<file path="src/rtl/cfeb_busy_ctrl_pkg.sv">
// Shared widths, FSM encoding and edge-spread window for the CFEB busy sequencer.
package cfeb_busy_ctrl_pkg;

    localparam int unsigned MXCFEB  = 7;
    localparam int unsigned MXKEYB  = 5;
    localparam int unsigned MXKEYBX = 8;
    localparam int unsigned MXDTB   = 4;
    localparam int unsigned MXCNTB  = 16;
    localparam int unsigned CFEBB   = MXKEYBX - MXKEYB;

    // Keys this close to a CFEB boundary may also fire the neighbour
    localparam int unsigned EDGE_LO = 1;
    localparam int unsigned EDGE_HI = 30;

    typedef enum logic {
        IDLE = 1'b0,
        PEND = 1'b1
    } state_t;

    function automatic logic [MXCNTB-1:0] sat_inc(input logic [MXCNTB-1:0] v);
        return (&v) ? v : v + MXCNTB'(1);
    endfunction

endpackage

</file>
<file path="src/rtl/cfeb_deadtime_cnt.sv">
// Loadable dead-time down-counter; busy while nonzero.
module cfeb_deadtime_cnt
    import cfeb_busy_ctrl_pkg::*;
(
    input  logic             clock,
    input  logic             clear,
    input  logic             load,
    input  logic [MXDTB-1:0] load_val,
    output logic             busy
);

    logic [MXDTB-1:0] cnt;

    // A load restarts the count even if it is still running
    always_ff @(posedge clock) begin
        if (clear) begin
            cnt <= '0;
        end else if (load) begin
            cnt <= load_val;
        end else if (cnt != '0) begin
            cnt <= cnt - MXDTB'(1);
        end
    end

    assign busy = (cnt != '0);

endmodule

</file>
<file path="src/rtl/cfeb_busy_ctrl.sv">
// Accepts the sorter winner into a one-deep trigger register and keeps
// the triggering CFEB (and optionally its edge neighbour) busy for dead_time clocks.
module cfeb_busy_ctrl
    import cfeb_busy_ctrl_pkg::*;
(
    input  logic               clock,
    input  logic               reset,
    input  logic               ttc_resync,
    input  logic [MXDTB-1:0]   dead_time,
    input  logic               spread_en,
    input  logic               sel_vld,
    input  logic [MXKEYBX-1:0] sel_key,
    input  logic               sel_bsy,
    input  logic               out_ready,
    output logic [MXCFEB-1:0]  bsy,
    output logic               trig_vld,
    output logic [MXKEYBX-1:0] trig_key,
    output logic [MXCNTB-1:0]  drop_cnt,
    output logic [MXCNTB-1:0]  err_cnt
);

    localparam int unsigned IDW = CFEBB + 1;

    state_t             state;
    logic               clear;
    logic               cand;
    logic               cfeb_ok;
    logic               accept;
    logic               lo_hit;
    logic               hi_hit;
    logic [CFEBB-1:0]   cfeb_id;
    logic [MXKEYB-1:0]  key;
    logic [MXCFEB-1:0]  load;
    logic [MXCFEB-1:0]  cnt_busy;

    assign clear   = reset | ttc_resync;
    assign cfeb_id = sel_key[MXKEYBX-1:MXKEYB];
    assign key     = sel_key[MXKEYB-1:0];
    assign cand    = sel_vld & ~sel_bsy;
    assign cfeb_ok = cfeb_id < CFEBB'(MXCFEB);
    assign accept  = (state == IDLE) & cand & cfeb_ok;
    assign lo_hit  = spread_en & (key <= MXKEYB'(EDGE_LO)) & (cfeb_id != '0);
    assign hi_hit  = spread_en & (key >= MXKEYB'(EDGE_HI)) & (cfeb_id < CFEBB'(MXCFEB - 1));

    // Counter loads: the winner plus the neighbour across a nearby edge
    always_comb begin
        load = '0;
        for (int i = 0; i < MXCFEB; i++) begin
            load[i] = accept & ((cfeb_id == CFEBB'(i))
                             | (lo_hit & (IDW'(cfeb_id) == IDW'(i + 1)))
                             | (hi_hit & (IDW'(cfeb_id) + IDW'(1) == IDW'(i))));
        end
    end

    for (genvar g = 0; g < MXCFEB; g++) begin : g_cnt
        cfeb_deadtime_cnt u_cnt (
            .clock    (clock),
            .clear    (clear),
            .load     (load[g]),
            .load_val (dead_time),
            .busy     (cnt_busy[g])
        );
    end

    // Everything looks busy to the sorter while an output is pending
    assign bsy = cnt_busy | {MXCFEB{state == PEND}};

    always_ff @(posedge clock) begin
        if (clear) begin
            state    <= IDLE;
            trig_vld <= 1'b0;
            trig_key <= '0;
            drop_cnt <= '0;
            err_cnt  <= '0;
        end else begin
            case (state)
                IDLE: begin
                    if (cand) begin
                        if (cfeb_ok) begin
                            trig_key <= sel_key;
                            trig_vld <= 1'b1;
                            state    <= PEND;
                        end else begin
                            err_cnt <= sat_inc(err_cnt);
                        end
                    end
                end
                PEND: begin
                    if (cand) begin
                        drop_cnt <= sat_inc(drop_cnt);
                    end
                    if (out_ready) begin
                        trig_vld <= 1'b0;
                        state    <= IDLE;
                    end
                end
                default: state <= IDLE;
            endcase
        end
    end

endmodule

</file>
<file path="config.mk">
export PLATFORM = sky130hd
export DESIGN_NAME = cfeb_busy_ctrl
export DESIGN_NICKNAME = d
export VERILOG_FILES = /design/src/rtl/cfeb_busy_ctrl_pkg.sv /design/src/rtl/cfeb_deadtime_cnt.sv /design/src/rtl/cfeb_busy_ctrl.sv
export SDC_FILE = /design/constraint.sdc
export NUM_CORES = 1
export LEC_CHECK = 0
export ABC_AREA = 1
export CAP_MARGIN = 20
export CORE_MARGIN = 4
export CORE_UTILIZATION = 50
export CTS_BUF_LIST = sky130_fd_sc_hd__clkbuf_4 sky130_fd_sc_hd__clkbuf_8 sky130_fd_sc_hd__clkbuf_16
export CTS_CLUSTER_DIAMETER = 50
export DETAILED_ROUTE_END_ITERATION = 16
export GPL_TIMING_DRIVEN = 0
export PLACE_DENSITY_LB_ADDON = 0.2
export RECOVER_POWER = 50
export SLEW_MARGIN = 30
export SYNTH_ARGS = -nofsm -noshare
export SYNTH_HDL_FRONTEND = slang
export SYNTH_HIERARCHICAL = 1
export SYNTH_SLANG_ARGS = --single-unit
export TNS_END_PERCENT = 5
</file>
<file path="constraint.sdc">
create_clock -name clock -period 2.1 [get_ports clock]
set_clock_uncertainty 0.15 [all_clocks]
set_input_delay 0.525 -clock clock [delete_from_list [all_inputs] [get_ports clock]]
set_output_delay 0.525 -clock clock [all_outputs]
set_load 0.03 [all_outputs]
</file>
# Word-level counts from Yosys, hierarchy flattened
# Index checks and enable logic that the tools add are counted.
# Widths: inputs -> output; s select.
# op_classes
addsub	10
multipliers	0
n_div	0
n_lt_le_gt_ge	4
n_eq_ne	16
shift	0
n_mux	22
bitwise	49
n_reduce_logical	23
# ops
operator	count
$mux 4	14
$add 16x1->16 const B	2
$reduce_and 16->1	2
$and 1x1->1	28
$reduce_bool 4->1	7
$sub 4x1->4 const B	7
$or 1x1->1	15
$reduce_bool 2->1	7
$eq 3x3->1 const B	4
$eq 4x3->1 const B	3
$reduce_and 3->1	3
$eq 4x2->1 const B	2
$or 7x7->7	1
$eq 3x2->1 const B	2
$lt 3x3->1 const B	2
$mux 1	6
$ne 2x2->1 const B	3
$ge 5x5->1 const B	1
$le 5x1->1 const B	1
$not 1->1	5
$add 3x1->4 const B	1
$eq 4x1->1 const B	1
$logic_not 4->1	1
$pmux 1 s2	2
other kinds (4)	4
# totals
regBits	70
latchBits	0
ram_bits	0
mem_bits_ro	0
input_bits	19
wordCells	136
n_memories	0

# Depth between registers and ports, before layout
# depth
word_depth	8
ltp_mapped	15

# Hierarchy
# The synthesis kept the hierarchy.
# by_module_without_submodules
mod	n_inst	cells_each	area_each_um2	seq_area_each_um2
cfeb_busy_ctrl	1	429	2742.6	840.8
cfeb_deadtime_cnt	7	42	271.5	80.1

# Least setup slack after synthesis
# OpenSTA, ideal clock, no wires.
# synth_path
path_type	input to register
startpoint	in sel_key[6]
endpoint	reg g_cnt[4].u_cnt.cnt[3]
setup_ns	0.112
arrival_time_ns	1.909
required_time_ns	1.838
setup_slack_ns	-0.071
cell_stages	12
n_path_buf	0
cell_sequence	nand2_1 > inv_1 > ha_1 > inv_1 > nand2_1 > inv_1 > nand3_1 > a31oi_1 > inv_2 > or2_0 > nand3_1 > nor2_1
# synth_between
elab_chain_cells	7
# synth_rtl
element	line	source
start, declared	cfeb_busy_ctrl.sv:12	input logic [MXKEYBX-1:0] sel_key,
parallel branches: the longest is 5 deep, another holds $add 3x1->4	-	
$and 1x1->1 *	cfeb_busy_ctrl.sv:49	load[i] = accept & ((cfeb_id == CFEBB'(i))
named net load[4]	cfeb_busy_ctrl.sv:33	logic [MXCFEB-1:0] load;
$mux 4 or $reduce_bool 2->1 (tied branches)	-	
end signal, assigned	cfeb_deadtime_cnt.sv:19	cnt <= load_val;
end signal, assigned	cfeb_deadtime_cnt.sv:21	cnt <= cnt - MXDTB'(1);
end, declared	cfeb_deadtime_cnt.sv:12	logic [MXDTB-1:0] cnt;
# Mark *: on every way through the listed nets, which the timed path passes.
# A chain may end at the register's enable or synchronous reset.

# Final worst setup path
# layout_path
startpoint	reg g_cnt[2].u_cnt.cnt[0]
endpoint	out bsy[2]
# layout_between
elab_chain_cells	2
# layout_rtl
element	line	source
start, declared	cfeb_deadtime_cnt.sv:12	
start signal, assigned	cfeb_deadtime_cnt.sv:19	
start signal, assigned	cfeb_deadtime_cnt.sv:21	
$reduce_bool 4->1	cfeb_deadtime_cnt.sv:25	assign busy = (cnt != '0);
named net cnt_busy[2]	cfeb_busy_ctrl.sv:34	logic [MXCFEB-1:0] cnt_busy;
$or 7x7->7	cfeb_busy_ctrl.sv:66	assign bsy = cnt_busy | {MXCFEB{state == PEND}};
end, declared	cfeb_busy_ctrl.sv:15	output logic [MXCFEB-1:0] bsy,
# The timed path passes the listed nets, and every way through them passes these cells.

==> out/metrics.cfg <==
[placed_design]
placed_insts=897
pre_cts_slack_ps=-1030
finalWeightedCongestion=0.861
port_buf_inserts=66
place.detailed.hpwl_microns=8480
placed_area_sq_mm=0.00545

[timing]
setup_total_negative_slack_ps=0
period_minus_slack_ps=2070
hold_violations=0
maxSlewViolCount=0
maxSlewHeadroom=0.585
fmax_mhz=483
setup_viol=0
final.period_utilization=0.986
layout_setup_ws_ps=29.4
grt_setup_unrepaired=true
tightestPinTransition_ps=623

[grt]
gr-usage-all-layers=0.216
first_global_vias=4394
grt_first_pass_wirelength_microns=20000
number_of_antenna_violations_at_the_first_check_in_global_routing=0
grt.overflow.total=0
grt_max_degree=24

[floorplan]
row_count=34
i_o_pin_total=67
die_y_microns=104
initial_core_util=0.522
die_x_microns=104
design.die.area_sq_mm=0.0109
core_area_sq_mm=0.00889

[final_layout]
finalCoreUtilization=0.678
syn2layout_area_growth_pct=29.8
filler_cell_count=776
drive_above_1_share=0.210
num-nets-final=857
multi_input_comb_area_sq_mm=0.00300
most_frequent_standard_cell_in_the_layout_excluding_fill_and_tap_cells=nand2_1
layout.cells.most_common_list=nand2_1, nor2_1, inv_1
finalNonFillerCells=932
num_antenna_cells=0
sequential_cell_area_sq_mm=0.00141
final_area_sq_mm=0.00603

[synthesis]
synth.net_count=760
synth_top_cell_by_area=dfxtp_1
yosys_warnings=6
post_synth_main_area_contributors=dfxtp_1, nand2_1, nor2_1
synth.top_cell.area_share=0.302
post_synthesis_instance_area_sq_mm=0.00464
syn-instance-count=723
average_instance_area_after_synthesis_sq_um=6.42
number_of_library_cell_types_mapped_by_synthesis=34
postSynthRegisterBits=70
synth-seq-area-share=0.302

[clocking]
tritoncts_num_sinks=70
numCtsBuffers=9
tritoncts_clock_tree=done
cts_max_level=3
hold_buffers=0
path_clk_slew_ps=70
cts.path.max_buffers=2
clock-root-buffer=clkbuf_8
clock_insertion_delay_worst_skew_ps=350

[critical_path]
timing_worst_setup_path_type=reg2out
ff2ff_path_depth=10
timing.critical_path.cells=inv_4 > ha_4 > nand2_1 > or2_2 > buf_4
worst_setup_path_end_kind=primary output
timing.critical_path.fanout_max=4
critPathMaxStageDelay_ps=350
critPathSlowestCell=dfxtp_2
crit_path_start_kind=register
worst-endpoint-required_ps=1420
crit_arrival_ps=1400
r2r_slack_ps=160

[pwr]
power-per-cell-area_mw_per_mm2=696
worst_ir_drop_vdd_mv=0.359
total_leakage_power_nw=2.79

[route]
drt_drc_violations_left=0
routed_via_density=5.24
antenna_left=0
drt-total-wl_microns=12300
wl_per_cell_microns=13.1
vias=4886
detail_route.first_pass.iterations=4
drt_iter0_markers=253

[min_path]
hold_path_class=in2reg
holdPathStages=3

[run]
max_cap_violations=0

[outcome]
outcome=finished, final reports clean

## flip-flops by register name, indices dropped and copies added, names as in the netlist
signal and cells:
drop_cnt 16, err_cnt 16, g_cnt.u_cnt/cnt 28, state 1
trig_key 8, trig_vld 1
## final cells by class
| type | instances | area share |
|---|---|---|
| Buffer | 10 | 0.0108 |
| Clock inverter | 5 | 0.00602 |
| Timing Repair Buffer | 87 | 0.136 |
| Tap cell | 108 | 0.0224 |
| Multi-Input combinational cell | 538 | 0.498 |
| Inverter | 104 | 0.0695 |
| Clock buffer | 10 | 0.0228 |
| Sequential cell | 70 | 0.235 |
## what timing repair did
item                       4_1_cts  5_1_grt
resized for setup              153       38
pin swaps                        9       15
buffers inserted                 1       20
setup endpoints to repair       68       49
## cells by family after synthesis
group / synth area share
adder cells (fa/ha/maj): 0.0485
buffers and inverters: 0.101
flip-flops: 0.302
AO/OA/AOI/OAI: 0.103
AND/OR/NAND/NOR: 0.429
XOR/XNOR: 0.0170
## power by group
part / switching, W / internal (W) / total (W)
Clock: 0.000537 / 0.000454 / 0.000990
Sequential: 0.0000997 / 0.00143 / 0.00153
Combinational: 0.000936 / 0.000737 / 0.00167
Total: 0.00157 / 0.00262 / 0.00419
## worst max-delay path: cells and delay by family (launching register included)
family	cells	cell delay (ps)
flip-flops	1	350
adder cells (fa/ha/maj)	1	150
buffers and inverters	2	250
AND/OR/NAND/NOR	2	300
## per-stage QoR
stage	power [W]	hold WS, ps
2_1_floorplan	0.00258	324
3_3_place_gp	0.00291	341
3_5_place_dp	0.00296	346
4_1_cts	0.00408	360
5_1_grt	0.00447	347
6_report	0.00419	350
## path summary, 6_finish.rpt
kind                                       from                                 end
max          g_cnt[2].u_cnt/cnt[0]$_SDFFE_PP0P_                              bsy[2]
min                                  sel_key[2]            trig_key[2]$_SDFFE_PP0P_
max reg2reg                    state$_SDFF_PP0_  g_cnt[3].u_cnt/cnt[2]$_SDFFE_PP0P_
min reg2reg               trig_vld$_SDFFE_PP0P_               trig_vld$_SDFFE_PP0P_
## per-layer routing
| layer | vias to the layer above | routed length [microns] | global-route usage |
|---|---|---|---|
| met5 | - | 0 | 0 |
| met1 | 2228 | 5730 | 0.284 |
| met4 | 0 | 128 | 0.0655 |
| met3 | 15 | 607 | 0.0590 |
| met2 | 129 | 5790 | 0.345 |
| li1 | 2514 | - | - |
## cells in the mapped netlist (all sizes together)
library cell and count:
nand3b 3, o211ai 3, xor2 5, clkinv 1, or2 14, ha 18, a211oi 3, nand4 26
a31oi 4, o21ai 27, nand2 198, a21oi 47, dfxtp 70, inv 103, clkbuf 4, nand3 65
nor2 118, xnor2 4, nor3 3, buf 7
No activity file was read; power rests on OpenSTA's default activity.
